$ cat src/rtl/switch_pkg.sv
// Shared types and helpers for the 3x3 packet switch scheduler.
package switch_pkg;

  localparam int NPORTS         = 3;
  localparam int ADDR_W_DEFAULT = 12;

  // Megamux select value meaning "no input routed".
  localparam logic [1:0] SEL_NONE     = 2'd0;
  // Head destination code that marks a word to be discarded.
  localparam logic [1:0] DEST_INVALID = 2'd0;

  typedef enum logic [2:0] {
    S_IDLE,
    S_READ,
    S_WAIT,
    S_GRANT,
    S_XFER
  } sched_state_t;

  // Cyclic successor over ports 1..3; 0 (never a real pointer) maps to 1.
  function automatic logic [1:0] next_port(input logic [1:0] p);
    return (p == 2'd1) ? 2'd2 : (p == 2'd2) ? 2'd3 : 2'd1;
  endfunction

  function automatic logic [1:0] popcount3(input logic [2:0] v);
    return {1'b0, v[0]} + {1'b0, v[1]} + {1'b0, v[2]};
  endfunction

endpackage

$ cat src/rtl/rr_arbiter3.sv
// Combinational 3-way round-robin arbiter: the first requester after the
// last winner (cyclic 1->2->3->1) wins. The pointer register lives outside.
module rr_arbiter3
  import switch_pkg::*;
(
  input  logic [NPORTS-1:0] req,
  input  logic [1:0]        last_grant,
  output logic [NPORTS-1:0] gnt,
  output logic [1:0]        win
);

  logic [1:0] c1, c2, c3;

  assign c1 = next_port(last_grant);
  assign c2 = next_port(c1);
  assign c3 = next_port(c2);

  // Pick the highest-priority requester; later assignments override earlier.
  always_comb begin
    win = SEL_NONE;
    if (req[c3 - 2'd1]) win = c3;
    if (req[c2 - 2'd1]) win = c2;
    if (req[c1 - 2'd1]) win = c1;
  end

  // One-hot form of the encoded winner.
  always_comb begin
    gnt = '0;
    for (int n = 0; n < NPORTS; n++) gnt[n] = (win == 2'(n + 1));
  end

endmodule

$ cat src/rtl/crossbar_scheduler.sv
// Scheduler for the 3-in / 3-out packet switch. Each 4-cycle round reads the
// head word of every non-empty input RAM, arbitrates each output round-robin,
// drives the megamux selects / output FIFO write strobes for one cycle, then
// advances the read pointers of inputs that were forwarded or dropped.
module crossbar_scheduler
  import switch_pkg::*;
#(
  parameter int ADDR_W = ADDR_W_DEFAULT,
  parameter int CNT_W  = 16
) (
  input  logic              clk,
  input  logic              reset,
  input  logic              enable,
  input  logic [ADDR_W-1:0] wr_ptr1,
  input  logic [ADDR_W-1:0] wr_ptr2,
  input  logic [ADDR_W-1:0] wr_ptr3,
  input  logic [31:0]       head1,
  input  logic [31:0]       head2,
  input  logic [31:0]       head3,
  input  logic              out_full1,
  input  logic              out_full2,
  input  logic              out_full3,
  output logic [ADDR_W-1:0] rd_add1,
  output logic [ADDR_W-1:0] rd_add2,
  output logic [ADDR_W-1:0] rd_add3,
  output logic              rden1,
  output logic              rden2,
  output logic              rden3,
  output logic [1:0]        mux_sel1,
  output logic [1:0]        mux_sel2,
  output logic [1:0]        mux_sel3,
  output logic              out_wr1,
  output logic              out_wr2,
  output logic              out_wr3,
  output logic              busy,
  output logic [CNT_W-1:0]  drop_count,
  output logic [CNT_W-1:0]  grant_count
);

  localparam int CW1 = CNT_W + 1;

  sched_state_t state, state_nxt;

  logic [NPORTS-1:0][ADDR_W-1:0] wr_ptr, rd_ptr, rd_ptr_nxt;
  logic [NPORTS-1:0][1:0]        dest, rr_ptr, win, mux_sel;
  logic [NPORTS-1:0][NPORTS-1:0] gnt;
  logic [NPORTS-1:0]             out_full, nonempty, valid, rden, out_wr;
  logic [NPORTS-1:0]             in_gnt, in_drop, gnt_q, drop_q, adv;
  logic [1:0]                    n_grant, n_drop;
  logic [CNT_W:0]                gsum, dsum;
  logic                          unused_head;

  // Index 0 is port 1 throughout.
  assign wr_ptr   = {wr_ptr3, wr_ptr2, wr_ptr1};
  assign dest     = {head3[1:0], head2[1:0], head1[1:0]};
  assign out_full = {out_full3, out_full2, out_full1};

  // Only the destination field of a head word matters to scheduling.
  assign unused_head = ^{head1[31:2], head2[31:2], head3[31:2]};

  // Read address is the read pointer itself, so it always names the head word.
  assign {rd_add3, rd_add2, rd_add1}    = rd_ptr;
  assign {rden3, rden2, rden1}          = rden;
  assign {mux_sel3, mux_sel2, mux_sel1} = mux_sel;
  assign {out_wr3, out_wr2, out_wr1}    = out_wr;
  assign busy = (state != S_IDLE);

  // Per-output request vector and round-robin arbiter; a full output FIFO
  // simply sees no requests this round.
  for (genvar k = 0; k < NPORTS; k++) begin : g_out
    logic [NPORTS-1:0] req;

    // Input n requests output k when its latched head is valid and targets k.
    always_comb begin
      req = '0;
      for (int n = 0; n < NPORTS; n++)
        req[n] = valid[n] && (dest[n] == 2'(k + 1)) && !out_full[k];
    end

    rr_arbiter3 u_arb (
      .req       (req),
      .last_grant(rr_ptr[k]),
      .gnt       (gnt[k]),
      .win       (win[k])
    );
  end

  // Per-input view of the arbitration result: granted somewhere, or dropped.
  always_comb begin
    in_gnt  = '0;
    in_drop = '0;
    for (int n = 0; n < NPORTS; n++) begin
      for (int k = 0; k < NPORTS; k++) in_gnt[n] = in_gnt[n] | gnt[k][n];
      in_drop[n] = valid[n] && (dest[n] == DEST_INVALID);
    end
  end

  // Pointer advance happens only on the transfer cycle; emptiness for the
  // next round is judged against the already-advanced pointers.
  always_comb begin
    adv = (state == S_XFER) ? (gnt_q | drop_q) : '0;
    for (int n = 0; n < NPORTS; n++) begin
      rd_ptr_nxt[n] = rd_ptr[n] + ADDR_W'(adv[n]);
      nonempty[n]   = (rd_ptr_nxt[n] != wr_ptr[n]);
    end
  end

  // Saturating counter sums.
  assign n_grant = popcount3(gnt_q);
  assign n_drop  = popcount3(drop_q);
  assign gsum    = {1'b0, grant_count} + CW1'(n_grant);
  assign dsum    = {1'b0, drop_count} + CW1'(n_drop);

  // Round sequencing.
  always_comb begin
    state_nxt = state;
    case (state)
      S_IDLE:  if (enable && |nonempty) state_nxt = S_READ;
      S_READ:  state_nxt = S_WAIT;
      S_WAIT:  state_nxt = S_GRANT;
      S_GRANT: state_nxt = S_XFER;
      S_XFER:  state_nxt = (enable && |nonempty) ? S_READ : S_IDLE;
      default: state_nxt = S_IDLE;
    endcase
  end

  // State register.
  always_ff @(posedge clk) begin
    if (!reset) state <= S_IDLE;
    else        state <= state_nxt;
  end

  // Datapath registers: read strobes, grants, pointers and counters.
  always_ff @(posedge clk) begin
    if (!reset) begin
      rd_ptr      <= '0;
      rr_ptr      <= {NPORTS{2'd3}};
      valid       <= '0;
      rden        <= '0;
      mux_sel     <= '0;
      out_wr      <= '0;
      gnt_q       <= '0;
      drop_q      <= '0;
      drop_count  <= '0;
      grant_count <= '0;
    end else begin
      rd_ptr <= rd_ptr_nxt;
      rden   <= (state_nxt == S_READ) ? nonempty : '0;
      if (state_nxt == S_READ) valid <= nonempty;

      if (state == S_GRANT) begin
        mux_sel <= win;
        for (int k = 0; k < NPORTS; k++) out_wr[k] <= (win[k] != SEL_NONE);
        gnt_q  <= in_gnt;
        drop_q <= in_drop;
      end else begin
        mux_sel <= '0;
        out_wr  <= '0;
        gnt_q   <= '0;
        drop_q  <= '0;
      end

      if (state == S_XFER) begin
        for (int k = 0; k < NPORTS; k++)
          if (mux_sel[k] != SEL_NONE) rr_ptr[k] <= mux_sel[k];
        grant_count <= gsum[CNT_W] ? '1 : gsum[CNT_W-1:0];
        drop_count  <= dsum[CNT_W] ? '1 : dsum[CNT_W-1:0];
      end
    end
  end

endmodule
$ cat config.mk
export PLATFORM = sky130hd
export DESIGN_NAME = crossbar_scheduler
export DESIGN_NICKNAME = d
export VERILOG_FILES = /design/src/rtl/switch_pkg.sv /design/src/rtl/rr_arbiter3.sv /design/src/rtl/crossbar_scheduler.sv
export SDC_FILE = /design/constraint.sdc
export NUM_CORES = 1
export LEC_CHECK = 0
export CAP_MARGIN = 20
export CORE_ASPECT_RATIO = 1.2
export CORE_MARGIN = 1
export CORE_UTILIZATION = 49
export DETAILED_ROUTE_END_ITERATION = 10
export GPL_TIMING_DRIVEN = 0
export PLACE_DENSITY = 0.87
export SETUP_SLACK_MARGIN = 0.3
export SLEW_MARGIN = 10
export SYNTH_ARGS = -nofsm -noshare
export SYNTH_HDL_FRONTEND = slang
export SYNTH_HIERARCHICAL = 1
export SYNTH_SLANG_ARGS = --single-unit
$ cat constraint.sdc
create_clock -name clk -period 9.6 [get_ports clk]
set_clock_uncertainty 0.2 [all_clocks]
set_input_delay 0.96 -clock clk [delete_from_list [all_inputs] [get_ports clk]]
set_output_delay 0.96 -clock clk [all_outputs]
set_load 0.05 [all_outputs]
==> results.yml <==
outcome:
  outcome: "completed"
timing:
  slew-limit-headroom_pct: 44.31
  min_period_ns: 4.698
  timing.setup.tns_ns: 0
  period_share_pct: 48.93
  final-max-slew-violation-count: 0
  rsz_0062_raised_after_global_routing: "no"
  setup_viol: 0
  finalHoldViolations: 0
  worstMarginPinSlew_ns: 0.8241
  peak_freq_mhz: 212.9
layout:
  antenna_cells: 0
  area_grow_syn2layout_pct: 30.25
  final_core_util_pct: 65.88
  final_cell_area_sq_mm: 0.007656
  count_of_filler_cells_inserted_in_the_layout: 983
  design.final.nets: 974
  final_cell_count_no_fill: 969
  drive_above_1_share_pct: 7.759
clock_network:
  clock_insertion_delay_worst_skew_ns: 0.34
  postCtsHoldBufs: 0
  tritoncts.num_buffers: 9
  cts_root_buf: "sky130_fd_sc_hd__clkbuf_16"
  clk_transition_reported_paths_ns: 0.07
  tritoncts: "yes"
  post_cts.resized_instances: 0
  htree_num_levels: 3
  clock_sinks: 98
  postCtsSetupRepairBufs: 0
  cts.path.max_buffers: 2
logic_synthesis:
  synth_top_cell_by_area: "sky130_fd_sc_hd__dfxtp_1"
  synth.area.top_cells: "sky130_fd_sc_hd__dfxtp_1 33%, sky130_fd_sc_hd__xnor2_1 6.1%, sky130_fd_sc_hd__ha_1 5.3%, sky130_fd_sc_hd__xor2_1 5.2%, sky130_fd_sc_hd__nor2_1 4.2%"
  syn-instance-count: 668
  yosysUniqueCellTypes: 72
  synth_enable_flop_cells: 0
  synth_top_cell_area_share_pct: 33.38
  synth.yosys.warnings: 6
  synth_nets: 835
  syn_avg_cell_area_sq_um: 8.800
  postSynthRegisterBits: 98
  synth_area_sq_mm: 0.005878
  seq_area_frac_synth_pct: 33.38
  synth_async_sr_flop_share_pct: 0
  yosys_most_used_dff: "sky130_fd_sc_hd__dfxtp_1"
  netlist_top_cells_count: "98 x sky130_fd_sc_hd__dfxtp_1, 66 x sky130_fd_sc_hd__nor2_1, 62 x sky130_fd_sc_hd__nand2_1"
  post-synth-top-count-cell: "sky130_fd_sc_hd__dfxtp_1"
pwr:
  switching_part_of_the_total_pct: 27.72
  power-per-cell-area_mw_per_mm2: 120.4
  worst_ir_drop_vdd_v: 0.00009246
  comb_power_share_pct: 14.1
  total_leakage_power_uw: 0.002877
  power_frac_clock_pct: 39.2
  seq_power_share_pct: 46.6
  intPower_uw: 666.4
  power.switching_uw: 255.6
global_route:
  number_of_global_route_vias_before_repair: 5002
  grt_overflow: 0
  grt_antenna_before_repair: 0
  grt_start_max_net_pins: 19
  grt.total_usage_pct: 24.47
  grt_pass1_wl_mm: 23.98
setup_path:
  critical_path.top_delay_family: "simple AND/OR/NAND/NOR gates"
  critical_path.startpoint: "state[0]$_SDFF_PN0_"
  total_stage_count_of_the_critical_path: 14
  worstSetupStartpointType: "flop"
  r2r.worst_path.cells: 14
  crit-reg2reg-capture: "state[0]$_SDFF_PN0_"
  worstSetupEndpointType: "flop"
  slowest_stage: "sky130_fd_sc_hd__clkbuf_1"
  worst-setup-path-type: "reg2reg"
  launch_instance_of_the_worst_register_to_register_path: "state[0]$_SDFF_PN0_"
  crit_path_max_incr_delay_ns: 0.50
  path_cells: "nor3b_1, clkbuf_1, clkbuf_1, o21a_1, ha_1, ha_1, clkbuf_1, nand2_1, nor3_1, xnor3_4, nand4_1, nor3_2, a21oi_1, or3_1"
  timing.reg2reg.setup_slack_ns: 4.90
  worst_ep_required_time_ns: 9.62
  cp.buffers_inverters: 3
  worst_ep_arrival_time_ns: 4.72
  critical-path-top-cell-by-count: "sky130_fd_sc_hd__clkbuf_1"
  path_max_fanout: 10
drt:
  ratio_of_routed_vias_to_standard_cells: 5.572
  drt.antenna.violating_nets: 0
  drc: 0
  detailedRoute.firstPassIterationCount: 5
  wire_per_inst_um: 15.62
  drt-total-wl_mm: 15.14
  route.vias.total: 5399
  drt-initial-drc-count: 287
placement:
  dp_hpwl_mm: 11.36
  gpl.final_weighted_congestion: 0.9609
  port-buffer-count: 128
  placedCellCount: 953
  detailed_place.area_sq_mm: 0.007356
die:
  std_cell_rows: 43
  die_area_sq_mm: 0.01244
  core_sq_mm: 0.01162
  num_ports: 219
  die_w_um: 102.0
  die_height_um: 122.0
  floorplan.initialDensity_pct: 50.58
hold_path:
  hold_path_start: "state[2]$_SDFF_PN0_"
  hold_path_class: "reg2reg"
  hold_path_depth: 1
  worstHoldEndpoint: "state[1]$_SDFF_PN0_"
job:
  max-cap-violations: 0
-- final cells by class --
class                      count  area (sq um)  area share (%)
inverter                      14         52.55          0.6864
tap                          157         196.4           2.566
timing repair buffer         128          1281           16.73
clock buffer                  10         239.0           3.121
buffer                        23         110.1           1.438
multi-input combinational    533          3754           49.03
clock inverter                 6         61.31          0.8008
sequential                    98          1962           25.63
-- power groups by stage --
stage	Clock, uW	Combinational (uW)	Sequential, uW
after floorplan	0	66.3	448
after global placement	0	127	439
after detailed placement	0	128	439
after CTS	368	130	430
after global routing	383	139	432
final	362	130	430
-- routing by layer --
layer,track usage [%],vias up,wire length [um]
li1,-,2671,-
met1,30.22,2513,6482
met2,42.41,185,7460
met3,4.246,30,859
met4,8.482,0,337
met5,0,-,0
-- worst max-delay path by stage --
stage               slack (ns)                     to
floorplan                 5.83  valid[1]$_SDFFE_PN0N_
global placement          4.96  valid[1]$_SDFFE_PN0N_
detailed placement        4.94    state[0]$_SDFF_PN0_
CTS                       4.91    state[0]$_SDFF_PN0_
global route              4.55  valid[1]$_SDFFE_PN0N_
finish                    4.90    state[0]$_SDFF_PN0_
-- through the flow --
step                      power, uW  hold WS, ns  setup WS, ns
after CTS                     927.7       0.2612         4.910
after global routing          953.9       0.2913         4.551
after global placement        566.2       0.2476         4.960
final                         922.0       0.2592         4.902
after detailed placement      567.8       0.2517         4.936
after floorplan               514.2       0.2281         5.827
-- registers in the layout, summed over array words and instances, names as in the netlist --
| signal | count |
|---|---|
| out_wr | 3 |
| valid | 3 |
| rden | 3 |
| rr_ptr | 6 |
| mux_sel1 | 2 |
| mux_sel2 | 2 |
| rd_add3 | 12 |
| drop_count | 16 |
| rd_add1 | 12 |
| rd_add2 | 12 |
| grant_count | 16 |
| state | 3 |
| drop_q | 3 |
| gnt_q | 3 |
| mux_sel3 | 2 |
-- cells by family (layout without fill, tap and decap cells) --
kind of cell / after synthesis / count (layout) / synth area share, %
multiplexers: 11 / 11 / 1.937
AO/OA/AOI/OAI: 126 / 126 / 15.07
buffers and inverters: 37 / 181 / 2.767
adder cells (fa/ha/maj): 29 / 29 / 6.684
flip-flops: 98 / 98 / 33.38
XOR/XNOR: 83 / 83 / 14.24
AND/OR/NAND/NOR: 284 / 284 / 25.93
-- placed cells by master, fill, tap and decap left out, types with 7 or more instances in the layout --
cell type and count:
sky130_fd_sc_hd__clkbuf_16 9, sky130_fd_sc_hd__and2_1 17, sky130_fd_sc_hd__clkdlybuf4s50_1 128, sky130_fd_sc_hd__clkbuf_1 16, sky130_fd_sc_hd__o21a_1 7, sky130_fd_sc_hd__a21oi_1 36, sky130_fd_sc_hd__dfxtp_1 98, sky130_fd_sc_hd__inv_1 14
sky130_fd_sc_hd__or3_1 10, sky130_fd_sc_hd__xor2_1 35, sky130_fd_sc_hd__and3_1 8, sky130_fd_sc_hd__ha_1 25, sky130_fd_sc_hd__nand4_1 12, sky130_fd_sc_hd__o22ai_1 7, sky130_fd_sc_hd__nand2_1 62, sky130_fd_sc_hd__mux2i_1 8
sky130_fd_sc_hd__nor3_1 16, sky130_fd_sc_hd__nor2_1 66, sky130_fd_sc_hd__nor2b_1 8, sky130_fd_sc_hd__xnor2_1 41, sky130_fd_sc_hd__nand3_1 36, sky130_fd_sc_hd__o21ai_0 17
Power figures use the tool's default switching activity.
